## config.mk

```make
export PLATFORM = sky130hd
export DESIGN_NAME = soc_system_hps_fifo_write_arbiter
export DESIGN_NICKNAME = d
export VERILOG_FILES = /design/src/rtl/soc_system_hps_fifo_write_arbiter.sv
export SDC_FILE = /design/constraint.sdc
export NUM_CORES = 1
export LEC_CHECK = 0
export CAP_MARGIN = 20
export CORE_MARGIN = 4
export CORE_UTILIZATION = 35
export DETAILED_ROUTE_END_ITERATION = 7
export MAX_ROUTING_LAYER = met4
export PLACE_DENSITY = 0.7
export SLEW_MARGIN = 25
export SYNTH_ARGS = -nofsm -noshare
export SYNTH_HDL_FRONTEND = slang
export SYNTH_SLANG_ARGS = --single-unit
```

## constraint.sdc

```tcl
create_clock -name clk -period 3.9 [get_ports clk]
set_input_delay 0.78 -clock clk [delete_from_list [all_inputs] [get_ports clk]]
set_output_delay 0.78 -clock clk [all_outputs]
set_load 0.01 [all_outputs]
```

## src/rtl/soc_system_hps_fifo_write_arbiter.sv

```systemverilog
// soc_system_hps_fifo_write_arbiter: round-robin arbiter onto one FIFO write port, with an Avalon-MM control/status slave
module soc_system_hps_fifo_write_arbiter #(
  parameter int NUM_REQ   = 4,
  parameter int DATA_W    = 8,
  parameter int MAX_BURST = 4
) (
  input  logic                      clk,
  input  logic                      reset_n,
  input  logic [NUM_REQ-1:0]        req_valid,
  input  logic [NUM_REQ*DATA_W-1:0] req_data,
  output logic [NUM_REQ-1:0]        req_ready,
  output logic                      fifo_wrreq,
  output logic [DATA_W-1:0]         fifo_data,
  input  logic                      fifo_wrfull,
  input  logic [1:0]                address,
  input  logic                      chipselect,
  input  logic                      write_n,
  input  logic [31:0]               writedata,
  output logic [31:0]               readdata,
  output logic                      irq
);
  typedef enum logic {IDLE, GRANT} state_t;
  state_t state, state_nxt;
  logic [1:0] grant, grant_nxt, last_grant, last_nxt, pick, idx;
  logic [3:0] burst_cnt, burst_nxt;
  logic enable, irq_en, wrfull_q, found, xfer, stall, wr_en, open;
  logic [15:0] xfer_cnt;
  logic [1:0] events;
  logic [31:0] status, rd_mux;
  logic [DATA_W-1:0] lane [NUM_REQ];
  logic unused_wd;
  for (genvar g = 0; g < NUM_REQ; g++) begin : g_lane
    assign lane[g] = req_data[g*DATA_W +: DATA_W];
  end
  assign unused_wd = ^writedata[31:2];
  assign open = state == GRANT && enable && !fifo_wrfull;
  assign req_ready = open ? NUM_REQ'(1) << grant : '0;
  assign xfer = open && req_valid[grant];
  assign fifo_wrreq = xfer;
  assign fifo_data = lane[grant];
  assign stall = state == GRANT && req_valid[grant] && fifo_wrfull;
  assign wr_en = chipselect && !write_n;
  // Scan from farthest to nearest so the nearest valid requester after last_grant wins.
  always_comb begin
    pick = last_grant;
    found = 1'b0;
    idx = '0;
    for (int k = NUM_REQ; k >= 1; k--) begin
      idx = 2'((int'(last_grant) + k) % NUM_REQ);
      if (req_valid[idx]) begin
        pick = idx;
        found = 1'b1;
      end
    end
  end
  always_comb begin
    state_nxt = state;
    grant_nxt = grant;
    last_nxt = last_grant;
    burst_nxt = burst_cnt;
    if (state == IDLE) begin
      if (enable && found) begin
        state_nxt = GRANT;
        grant_nxt = pick;
        burst_nxt = '0;
      end
    end else begin
      if (xfer) burst_nxt = burst_cnt + 4'd1;
      if ((xfer && burst_cnt == 4'(MAX_BURST-1)) || !req_valid[grant] || !enable) begin
        state_nxt = IDLE;
        last_nxt = grant;
      end
    end
  end
  always_ff @(posedge clk or negedge reset_n)
    if (!reset_n) begin
      state <= IDLE;
      grant <= '0;
      last_grant <= 2'(NUM_REQ-1);
      burst_cnt <= '0;
    end else begin
      state <= state_nxt;
      grant <= grant_nxt;
      last_grant <= last_nxt;
      burst_cnt <= burst_nxt;
    end
  always_comb begin
    status = '0;
    status[NUM_REQ-1:0] = req_valid;
    status[8] = fifo_wrfull;
    status[11:10] = grant;
    status[12] = state == GRANT;
  end
  assign rd_mux = address == 2'd0 ? {30'b0, irq_en, enable} :
                  address == 2'd1 ? status :
                  address == 2'd2 ? {16'b0, xfer_cnt} : {30'b0, events};
  // Software clears take priority over same-cycle hardware updates.
  always_ff @(posedge clk or negedge reset_n)
    if (!reset_n) begin
      enable <= 1'b0;
      irq_en <= 1'b0;
      xfer_cnt <= '0;
      events <= '0;
      wrfull_q <= 1'b0;
      irq <= 1'b0;
      readdata <= '0;
    end else begin
      if (wr_en && address == 2'd0) {irq_en, enable} <= writedata[1:0];
      xfer_cnt <= (wr_en && address == 2'd2) ? '0 : xfer ? xfer_cnt + 16'd1 : xfer_cnt;
      events <= (wr_en && address == 2'd3) ? '0 : events | {stall, fifo_wrfull & ~wrfull_q};
      wrfull_q <= fifo_wrfull;
      irq <= irq_en & |events;
      readdata <= rd_mux;
    end
endmodule
```

# Word level (Yosys, flattened, before mapping)
# Cells that the tools add are included.
op_classes:
  eq_ne: 5
  n_mux: 34
  reduce_logical: 24
  div_mod_pow: 0
  n_mul: 0
  order_cmp: 6
  shift: 1
  addsub: 6
  bitwise_logic: 6
op_table:
  columns: ["operator", "n"]
  rows:
  - ["16-bit two-way mux", 5]
  - ["16-bit by 1-bit adder with 16-bit output, second input constant", 1]
  - ["8-bit binary-select mux with 2-bit select", 1]
  - ["4-bit two-way mux", 4]
  - ["8-bit two-way mux", 2]
  - ["2-bit by 3-bit less-than comparator with 1-bit output, second input constant", 5]
  - ["1-bit two-way mux", 12]
  - ["1-bit logical AND", 11]
  - ["1-bit binary-select mux with 2-bit select", 5]
  - ["2-bit two-way mux", 5]
  - ["2-bit AND reduction", 3]
  - ["2-bit by 1-bit adder with 2-bit output, second input constant", 2]
  - ["2-bit adder, second input constant", 2]
  - ["4-bit by 1-bit adder with 4-bit output, second input constant", 1]
  - ["2-bit == test, second input constant", 2]
  - ["4-bit by 2-bit == test with 1-bit output, second input constant", 1]
  - ["1-bit logical NOT", 4]
  - ["2-bit nonzero test", 2]
  - ["1-bit by 2-bit << shifter with 4-bit output, first input constant", 1]
  - ["3-bit >= comparator, second input constant", 1]
  - ["2-bit NOT with 3-bit output", 1]
  - ["1-bit AND", 2]
  - ["2-bit by 1-bit == test with 1-bit output, second input constant", 1]
  - ["2-bit logical NOT", 1]
  - ["5 further kinds", 7]
totals:
  latchBits: 0
  input_bits: 75
  mem_count: 0
  mem_bits_ro: 0
  ram_bits: 0
  output_inout_bits: 46
  register_bits: 47

# Longest topological paths before layout
depth:
  depth_word: 10
  mapped_depth: 7
  mapped_depth_nobuf: 5

# Worst setup path after synthesis
# No wires, ideal clock.
synth_path:
  path_type: "input port to output port"
  startpoint: "in req_valid[3]"
  endpoint: "out fifo_wrreq"
  t_arrival_ns: 1.591
  slack_ns: 1.529
  required_ns: 3.120
  cell_stages: 4
  cell_sequence: "mux4_2 > nand2_2 > buf_6 > inv_1"
synth_via:
  elab_chain_len: 3
synth_rtl:
  columns: ["element", "line", "rtl"]
  rows:
  - ["start, declared", "9", "input logic [NUM_REQ-1:0] req_valid,"]
  - ["1-bit binary-select mux with 2-bit select", "38", "assign xfer = open && req_valid[grant];"]
  - ["1-bit two-way mux (not written as such)", "38", null]
  - ["1-bit logical AND", "38", null]
  - ["end, declared", "12", "output logic fifo_wrreq,"]
# Every way passes these cells. The select of a mux whose other input is x is not followed.

# Worst setup path in the final report
# Same ends and word-level chain as after synthesis.

==> metrics <==
H-tree depth reported by CTS 2; pwr/cell area 442.4 nW/um^2; mapped cell area 2540 sq um; Clock Latency Late Sink 300 ps; Final Skew 5.438 ps; # fillers 620; initial antenna violation count 0; reg-to-reg endpoint last_grant[1]$_DFFE_PN1P_; top sig layer met4; worst slew pin tran 693.6 ps; gpl congestion 0.7936; M1 WL 2471 um; syn_area_per_cell 11.39 sq um; maxcap violations 0; slew margin rel. 53.76%; Residual DRC 0; max frequency 299.2 MHz; Root Buffer clkbuf_8; Post-CTS Repair Setup Buffers 0; Post-DRT Antenna Nets 0; layout cell share with drive strength beyond 1 11.07%; critical path class in2out; Die Height 93.19 um; share of the synthesized area in the top cell type 44.33%; post-synth top area cell dfrtp_1; largest net degree at the start of global routing 26; P_leak 1.480 nW; startpoint type of the worst setup path input port; vias in the first global route 1966; diodes inserted 0; Min-Delay Path Class in2async; wire length on met2 2748 um; Seq cells post-synth 47; Max FO, Critical Path 6; # hold bufs at CTS 0; Peak supply drop 157.4 uV; fin nets 374; top post-synthesis cells by count 45 x dfrtp_1, 16 x buf_4, 15 x nand2_1; Final setup violation count 0; via count 1963; Slew Limit Fails 0; synth top area cells dfrtp_1 44%, mux4_2 6.2%, buf_4 4.7%; Synth Instances 223; TritonCTS clock tree done; final instance area 3420 sq um; FF-to-FF Start grant[0]$_DFFE_PN0P_; most numerous cell in the Yosys netlist dfrtp_1; Tmin final 3343 ps; setup tns final 0 ps; initial core utilization 36.78%; number of gates resized after cts 0; flop-to-flop setup slack 1660 ps; Clock Path Buffers 2; Post-synth ARST share 100.0%; Synth Warn # 0; CTS sink count 47; PortBufs 74; RSZ-0062 raised after global routing false; Placed Area 3319 sq um; die width 93.19 um; area of the multi-input gates 1209 sq um; sequential area share after synthesis 46.40%; number of DRC markers in iteration 0 97; first-pass GRT wire length 9528 um; period utilization 85.71%; Reg area 1179 sq um; Netlist cell types 47; DPL Wire Length 4518 um; Post-synth EDFFs 0; Routed WL per cell 14.72 um; DR WL met3 485 um; Critical Path RT 3120 ps; via/cell ratio 4.982; 1st-pass router iterations 4; Worst R2R Path Depth 4; status completed; Layout area overhead 34.63%; Total Die Area 8683 sq um; GRT Total Usage 14.09%; Total Wirelength 5799 um; CP arrival 2560 ps; I/O Pins 121; CP endpoint kind output port; Core ar. 6907 sq um; global route overflow 0; Reg clk slew, reported paths 80 ps; final-report hold violation count 0; TritonCTS buffer count 5; row count 30; predominant post-synthesis flop cell dfrtp_1
## through the flow
step           util [%]  hold slack [ps]  worst slack (ps)  cells  total power, W
2_1_floorplan         -            458.8              1529    238       0.0009986
3_3_place_gp      47.66            488.2             554.1    385        0.001201
3_5_place_dp      48.06            503.9             574.6    386        0.001217
4_1_cts           49.51            482.0             551.7    394        0.001533
5_1_grt           49.51            499.7             487.1    394        0.001615
6_report          49.51            468.1             557.4    394        0.001513
## layer usage
layer  global-route usage, %  vias up
met3                   4.264        9
met2                   22.68       86
met1                   17.20      936
li1                        -      932
met5                       -        -
met4                   4.151        0
## flip-flops by register name, summed over array words and instances (netlist names)
| register | cells |
|---|---|
| burst_cnt | 4 |
| enable | 1 |
| events | 2 |
| grant | 2 |
| irq | 1 |
| irq_en | 1 |
| last_grant | 2 |
| readdata | 16 |
| state | 1 |
| wrfull_q | 1 |
| xfer_cnt | 16 |
## worst max-delay path by stage
stage | endpoint | cells after the start | slack (ps) | start
3_5_place_dp | fifo_wrreq | 5 | 570 | req_valid[3]
5_1_grt | fifo_wrreq | 5 | 490 | req_valid[1]
3_3_place_gp | fifo_wrreq | 5 | 550 | req_valid[3]
6_report | fifo_wrreq | 5 | 560 | req_valid[3]
2_1_floorplan | fifo_wrreq | 4 | 1530 | req_valid[3]
4_1_cts | fifo_wrreq | 5 | 550 | req_valid[3]
## cell type report
| cell class | count | share of cell area [%] |
|---|---|---|
| sequential | 47 | 34.47 |
| tap | 96 | 3.513 |
| timing repair buffer | 79 | 23.20 |
| clock buffer | 8 | 2.927 |
| multi-input combinational | 159 | 35.35 |
| inverter | 5 | 0.5488 |
## cells by family after synthesis
group	count (synthesis)	synth area share [%]
compound gates	37	9.754
xor+xnor	7	2.414
fa+ha+maj	2	0.9851
buf+inv	32	8.227
flops	47	46.40
mux	19	13.69
other cells	1	0.1476
simple gates	78	18.37
## worst max-delay path, stage by stage
cell and delay (ps):
clkdlybuf4s50_1 520, mux4_2 550, nand2_2 100, inv_1 110, clkdlybuf4s50_1 500
## power by group
part | internal, W | switching, W | total, W
clock network | 0.000162 | 0.000150 | 0.000312
registers | 0.000559 | 0.000117 | 0.000675
logic | 0.000323 | 0.000203 | 0.000525
total | 0.00104 | 0.000470 | 0.00151
## cells in the final DEF (no fill, tap or decap), drive strengths merged, types with 2 or more instances in the layout
cell            n
o21ai           9
mux2            4
nand2b          2
clkbuf          8
and2           10
nor2b           3
o31ai           3
clkdlybuf4s50  73
a22o            6
mux4           11
or4b            2
or4             4
nand4           6
and4            2
a31oi           5
or3             5
xor2            6
mux2i           4
nand3           9
dfrtp          45
ha              2
nor3b           3
nand2          16
a21oi          10
nor2            9
conb           16
and3            5
dfstp           2
inv             5
buf             6
No activity file was read; power rests on OpenSTA's default activity.
